## config.mk

```make
export PLATFORM = sky130hd
export DESIGN_NAME = prim_count_bank
export DESIGN_NICKNAME = d
export VERILOG_FILES = /design/src/rtl/prim_count_bank_pkg.sv /design/src/rtl/prim_count_bank_chan.sv /design/src/rtl/prim_count_bank.sv
export SDC_FILE = /design/constraint.sdc
export NUM_CORES = 1
export LEC_CHECK = 0
export ABC_AREA = 1
export BUFFER_PORTS_ARGS = -buffer_cell sky130_fd_sc_hd__buf_2
export CORE_MARGIN = 4
export CORE_UTILIZATION = 35
export DETAILED_ROUTE_END_ITERATION = 6
export PLACE_DENSITY = 0.51
export SLEW_MARGIN = 20
export SYNTH_ARGS = -nofsm -noshare
export SYNTH_HDL_FRONTEND = slang
export SYNTH_SLANG_ARGS = --single-unit
```

## constraint.sdc

```tcl
create_clock -name clk_i -period 8.2 [get_ports clk_i]
set_input_delay 1.23 -clock clk_i [delete_from_list [all_inputs] [get_ports clk_i]]
set_output_delay 1.23 -clock clk_i [all_outputs]
set_load 0.05 [all_outputs]
```

## src/rtl/prim_count_bank_pkg.sv

```systemverilog
// Shared types for the hardened cross-counter bank: counting mode and
// the per-channel action mask used to strip unused update paths.
package prim_count_bank_pkg;

    typedef enum logic {
        CntSaturate = 1'b0,
        CntWrap     = 1'b1
    } count_mode_e;

    typedef struct packed {
        logic clr;
        logic set;
        logic incr;
        logic decr;
    } action_mask_t;

    localparam action_mask_t ActionsAll = '{clr: 1'b1, set: 1'b1, incr: 1'b1, decr: 1'b1};

endpackage

```

## src/rtl/prim_count_bank_chan.sv

```systemverilog
// One hardened channel: primary up-counter plus secondary down-counter whose
// sum must stay all-ones, with saturate/wrap handling, pulses and error flop.
module prim_count_bank_chan
    import prim_count_bank_pkg::*;
#(
    parameter int unsigned        Width           = 8,
    parameter logic [Width-1:0]   ResetValue      = '0,
    parameter count_mode_e        Mode            = CntSaturate,
    parameter bit                 ErrSticky       = 1'b1,
    parameter action_mask_t       PossibleActions = ActionsAll
) (
    input  logic             clk_i,
    input  logic             rst_i,
    input  logic             clr_i,
    input  logic             set_i,
    input  logic [Width-1:0] set_cnt_i,
    input  logic             incr_en_i,
    input  logic             decr_en_i,
    input  logic [Width-1:0] step_i,
    input  logic             commit_i,
    input  logic [Width-1:0] thresh_i,
    output logic [Width-1:0] cnt_o,
    output logic [Width-1:0] cnt_after_commit_o,
    output logic             thresh_hit_o,
    output logic             wrap_o,
    output logic             err_o,
    output logic             err_nxt_o
);

    localparam logic [Width-1:0] MaxVal = '1;

    logic [Width-1:0] prim_q, prim_d, sec_q, sec_d;
    logic             hit_q, hit_d, wrap_q, wrap_d, err_q, err_d;

    logic             clr_act, set_act, up, dn;
    logic [Width:0]   prim_up, prim_dn, sec_up, sec_dn;
    logic [Width-1:0] prim_nxt, sec_nxt;
    logic             wrap_nxt, err_cmp;

    always_comb begin
        clr_act  = clr_i & PossibleActions.clr;
        set_act  = set_i & PossibleActions.set;
        up       = (incr_en_i & PossibleActions.incr) & ~(decr_en_i & PossibleActions.decr);
        dn       = (decr_en_i & PossibleActions.decr) & ~(incr_en_i & PossibleActions.incr);
        prim_up  = {1'b0, prim_q} + {1'b0, step_i};
        prim_dn  = {1'b0, prim_q} - {1'b0, step_i};
        sec_up   = {1'b0, sec_q} + {1'b0, step_i};
        sec_dn   = {1'b0, sec_q} - {1'b0, step_i};
        prim_nxt = prim_q;
        sec_nxt  = sec_q;
        wrap_nxt = 1'b0;

        // The secondary is updated from its own flop, never derived from the
        // primary, so a corrupted half stays visible to the sum check.
        if (clr_act) begin
            prim_nxt = ResetValue;
            sec_nxt  = MaxVal - ResetValue;
        end else if (set_act) begin
            prim_nxt = set_cnt_i;
            sec_nxt  = MaxVal - set_cnt_i;
        end else if (step_i != '0) begin
            if (up) begin
                if (prim_up[Width] && (Mode == CntSaturate)) begin
                    prim_nxt = MaxVal;
                    sec_nxt  = '0;
                end else begin
                    prim_nxt = prim_up[Width-1:0];
                    sec_nxt  = sec_dn[Width-1:0];
                    wrap_nxt = prim_up[Width];
                end
            end else if (dn) begin
                if (prim_dn[Width] && (Mode == CntSaturate)) begin
                    prim_nxt = '0;
                    sec_nxt  = MaxVal;
                end else begin
                    prim_nxt = prim_dn[Width-1:0];
                    sec_nxt  = sec_up[Width-1:0];
                    wrap_nxt = prim_dn[Width];
                end
            end
        end

        prim_d  = commit_i ? prim_nxt : prim_q;
        sec_d   = commit_i ? sec_nxt : sec_q;
        wrap_d  = commit_i & wrap_nxt;
        hit_d   = commit_i & (prim_q < thresh_i) & (prim_nxt >= thresh_i);
        err_cmp = ({1'b0, prim_q} + {1'b0, sec_q}) != {1'b0, MaxVal};
        err_d   = ErrSticky ? (err_cmp | err_q) : err_cmp;
    end

    always_ff @(posedge clk_i) begin
        if (rst_i) begin
            prim_q <= ResetValue;
            sec_q  <= MaxVal - ResetValue;
            hit_q  <= 1'b0;
            wrap_q <= 1'b0;
            err_q  <= 1'b0;
        end else begin
            prim_q <= prim_d;
            sec_q  <= sec_d;
            hit_q  <= hit_d;
            wrap_q <= wrap_d;
            err_q  <= err_d;
        end
    end

    assign cnt_o              = prim_q;
    assign cnt_after_commit_o = prim_nxt;
    assign thresh_hit_o       = hit_q;
    assign wrap_o             = wrap_q;
    assign err_o              = err_q;
    assign err_nxt_o          = err_d;

endmodule

```

## src/rtl/prim_count_bank.sv

```systemverilog
// Bank of independent hardened cross counters sharing one combined error output.
module prim_count_bank
    import prim_count_bank_pkg::*;
#(
    parameter int unsigned      Width      = 8,
    parameter int unsigned      NumChan    = 4,
    parameter logic [Width-1:0] ResetValue = '0,
    parameter count_mode_e      Mode       = CntSaturate,
    parameter bit               ErrSticky  = 1'b1
) (
    input  logic                     clk_i,
    input  logic                     rst_i,
    input  logic [NumChan-1:0]       clr_i,
    input  logic [NumChan-1:0]       set_i,
    input  logic [NumChan*Width-1:0] set_cnt_i,
    input  logic [NumChan-1:0]       incr_en_i,
    input  logic [NumChan-1:0]       decr_en_i,
    input  logic [NumChan*Width-1:0] step_i,
    input  logic [NumChan-1:0]       commit_i,
    input  logic [NumChan*Width-1:0] thresh_i,
    output logic [NumChan*Width-1:0] cnt_o,
    output logic [NumChan*Width-1:0] cnt_after_commit_o,
    output logic [NumChan-1:0]       thresh_hit_o,
    output logic [NumChan-1:0]       wrap_o,
    output logic [NumChan-1:0]       err_o,
    output logic                     err_any_o
);

    logic [NumChan-1:0] err_nxt;
    logic               err_any_q, err_any_d;

    for (genvar c = 0; c < NumChan; c++) begin : g_chan
        prim_count_bank_chan #(
            .Width      (Width),
            .ResetValue (ResetValue),
            .Mode       (Mode),
            .ErrSticky  (ErrSticky)
        ) u_chan (
            .clk_i              (clk_i),
            .rst_i              (rst_i),
            .clr_i              (clr_i[c]),
            .set_i              (set_i[c]),
            .set_cnt_i          (set_cnt_i[c*Width +: Width]),
            .incr_en_i          (incr_en_i[c]),
            .decr_en_i          (decr_en_i[c]),
            .step_i             (step_i[c*Width +: Width]),
            .commit_i           (commit_i[c]),
            .thresh_i           (thresh_i[c*Width +: Width]),
            .cnt_o              (cnt_o[c*Width +: Width]),
            .cnt_after_commit_o (cnt_after_commit_o[c*Width +: Width]),
            .thresh_hit_o       (thresh_hit_o[c]),
            .wrap_o             (wrap_o[c]),
            .err_o              (err_o[c]),
            .err_nxt_o          (err_nxt[c])
        );
    end

    // Registered from the channels' next error state so it rises with err_o.
    always_comb begin
        err_any_d = |err_nxt;
    end

    always_ff @(posedge clk_i) begin
        if (rst_i) begin
            err_any_q <= 1'b0;
        end else begin
            err_any_q <= err_any_d;
        end
    end

    assign err_any_o = err_any_q;

endmodule

```

==> impl_metrics.env <==
export IMPL_ys_ff_latch=73
export IMPL_skew_ps=5.96
export IMPL_rsz0062_at_grt="no"
export IMPL_synth_area_um2=12900
export IMPL_initial_core_util_pct=35.4
export IMPL_synth_async_sr_flop_share_pct=0
export IMPL_powerDensity_nw_per_um2=123
export IMPL_hp_class="reg -> reg"
export IMPL_antenna_found_initial=0
export IMPL_clk_path_buf_depth=2
export IMPL_dieArea_um2=40100
export IMPL_ios=195
export IMPL_dr_total_vias=14249
export IMPL_slew_headroom_pct=55.2
export IMPL_p_sw_share_pct=47.7
export IMPL_max_clock_freq_ghz=0.202
export IMPL_dp_hpwl_mm=38.1
export IMPL_end_kind="primary output"
export IMPL_clock_sinks=73
export IMPL_fillers=4025
export IMPL_power_frac_seq_pct=24.8
export IMPL_area_delta_synth_final_pct=11.9
export IMPL_min_period_ps=4940
export IMPL_cpPeakStageDelay_ps=470
export IMPL_ir_drop_v=0.0000982
export IMPL_worst_setup_path_start_kind="primary input"
export IMPL_htreeDepth=3
export IMPL_root_buffer="clkbuf_16"
export IMPL_avgRoutedWirePerCell_um=17.0
export IMPL_synth_edf_count=0
export IMPL_hold_violations=0
export IMPL_crit_required_ps=6970
export IMPL_io_buffers=190
export IMPL_seqCellArea_um2=1460
export IMPL_ant_nets=0
export IMPL_cts_resized=0
export IMPL_worstPathCellList="buf_2 > inv_1 > ha_1 > inv_1 > a21oi_1 > nand2_1 > nand2_1 > nand2_1 > nor2_2 > inv_1 > nor2_1 > o21ai_1 > nand2_1 > inv_1 > buf_2"
export IMPL_finalMaxSlewViolations=0
export IMPL_fin_tns_setup_ps=0
export IMPL_die_y_um=200
export IMPL_status="finished, final reports clean"
export IMPL_yosysTopAreaCell="ha_1"
export IMPL_synth_main_ff_cell="dfxtp_1"
export IMPL_grt_start_max_net_pins=37
export IMPL_multiInputGateArea_um2=9850
export IMPL_yosys_warnings=0
export IMPL_overflow=0
export IMPL_clk_insertion_delay_late_ps=350
export IMPL_core_um2=36500
export IMPL_antennaDiodeCount=0
export IMPL_synthTopCellsByCount="nand2_1 (536), inv_1 (337), a21oi_1 (225)"
export IMPL_drive_gt1_share_pct=10.9
export IMPL_dr_pass1_iters=5
export IMPL_worstMarginPinSlew_ps=668
export IMPL_fin_nets=2616
export IMPL_drtIter0Drc=772
export IMPL_drv_cap=0
export IMPL_synthDominantCellAreaShare_pct=21.3
export IMPL_grt_use_total_pct=22.3
export IMPL_drc=0
export IMPL_synth_cell_types=50
export IMPL_postCtsSetupRepairBufs=0
export IMPL_post_route_period_util_pct=60.3
export IMPL_p_int_mw=0.927
export IMPL_wirelength_mm=46.3
export IMPL_cts_hold_buf=0
export IMPL_die_w_um=200
export IMPL_path_clk_slew_ps=60
export IMPL_synth_area_leaders="ha_1 (21%), nand2_1 (16%), dfxtp_1 (11%), inv_1 (9.8%), a21oi_1 (8.7%)"
export IMPL_p_switching_mw=0.846
export IMPL_setup_ws_ps=3260
export IMPL_clkPwrFrac_pct=22.5
export IMPL_avgViaCountPerCell=5.22
export IMPL_worstSetupPathType="in -> out"
export IMPL_cts_tree="built"
export IMPL_synth_most_common_cell="nand2_1"
export IMPL_cts_buffers=9
export IMPL_avgSynthCellArea_um2=6.10
export IMPL_path_max_fanout=12
export IMPL_fin_util_pct=39.6
export IMPL_holdWs_ps=545
export IMPL_pwr_share_comb_pct=52.7
export IMPL_seq_area_frac_synth_pct=11.3
export IMPL_grt_first_pass_wirelength_mm=73.6
export IMPL_grt_pass1_vias=13769
export IMPL_crit_arrival_ps=3710
export IMPL_num_rows=70
export IMPL_gp_congestion=0.939
export IMPL_pre_cts_ws_ps=3250
export IMPL_finalSetupViolCount=0
export IMPL_slowest_stage="nor2_2"
export IMPL_leakagePower_nw=8.14
export IMPL_netlist_instances=2117
==> logic make-up after synthesis <==
| family | count (synthesis) | synth area share, % |
|---|---|---|
| AO/OA/AOI/OAI | 435 | 18.1 |
| XOR/XNOR | 41 | 2.78 |
| adder cells (fa/ha/maj) | 240 | 24.4 |
| buffers and inverters | 411 | 12.5 |
| flip-flops | 73 | 11.3 |
| other | 1 | 0.0290 |
| AND/OR/NAND/NOR | 916 | 30.8 |
==> metal layers <==
metal	GRT usage [%]	vias to the layer above	routed length, µm
li1	-	7239	-
met4	5.95	0	1220
met3	3.19	69	2280
met5	0	-	0
met1	31.2	6517	22300
met2	36.1	424	20500
==> sequential cells by signal, indices dropped and copies added, names as in the netlist <==
signal                      cells
g_chan.u_chan.sec_q            32
g_chan.u_chan.err_o             4
err_any_o                       1
g_chan.u_chan.cnt_o            32
g_chan.u_chan.thresh_hit_o      4
==> metrics by stage <==
step,power [mW],instance area [µm²],cells
global placement,1.37,14200,2715
global route,1.92,14500,2731
floorplan,1.10,12900,2120
detailed placement,1.37,14200,2715
CTS,1.78,14500,2731
finish,1.77,14500,2731
==> placed cells by master (no fill, tap or decap), types with 3 or more instances in the layout <==
cell type / count
a21o_1: 4
a21oi_1: 225
a31oi_1: 10
and2_1: 5
buf_2: 190
clkbuf_16: 9
clkbuf_8: 4
clkinv_1: 4
conb_1: 4
dfxtp_1: 73
fa_1: 20
ha_1: 220
inv_1: 337
inv_2: 5
nand2_1: 536
nand2_2: 4
nand3_1: 166
nand3b_1: 3
nand4_1: 58
nor2_1: 91
nor2_2: 8
nor3_1: 15
nor4_1: 3
o211ai_1: 10
o21a_1: 10
o21ai_0: 145
o21ai_1: 6
o21bai_1: 6
o221ai_1: 4
or2_0: 6
or2_2: 13
xnor2_1: 14
xor2_1: 27
==> worst max-delay path, delay by kind of cell <==
kind / cells / cell delay [ps]
and+or+nand+nor: 6 / 950
buffers and inverters: 6 / 840
AOI/OAI and AO/OA: 2 / 290
adders and majority gates: 1 / 380
==> power groups by stage <==
stage	Sequential, mW	Combinational, mW	Clock, mW
6_report	0.439	0.934	0.400
5_1_grt	0.443	1.05	0.424
2_1_floorplan	0.454	0.649	0
3_3_place_gp	0.447	0.926	0
3_5_place_dp	0.447	0.923	0
4_1_cts	0.439	0.928	0.411
==> path summary, 6_finish.rpt <==
check / from / end / slack [ps] / cells after the start
worst max-delay path: step_i[27] / cnt_after_commit_o[25] / 3260 / 15
worst min-delay path: g_chan[0].u_chan.sec_q[0] / g_chan[0].u_chan.sec_q[0] / 550 / 2
worst max register to register: g_chan[3].u_chan.cnt_o[0] / g_chan[3].u_chan.thresh_hit_o / 4230 / 20
worst min register to register: g_chan[0].u_chan.sec_q[0] / g_chan[0].u_chan.sec_q[0] / 550 / 2
==> final cells by class <==
| class | instances | share of cell area [%] |
|---|---|---|
| multi-input combinational | 1636 | 68.2 |
| clock buffer | 14 | 1.96 |
| clock inverter | 2 | 0.0692 |
| tap | 468 | 4.05 |
| inverter | 347 | 9.03 |
| timing repair buffer | 191 | 6.63 |
| sequential | 73 | 10.1 |
(Power assumes the default switching activity.)
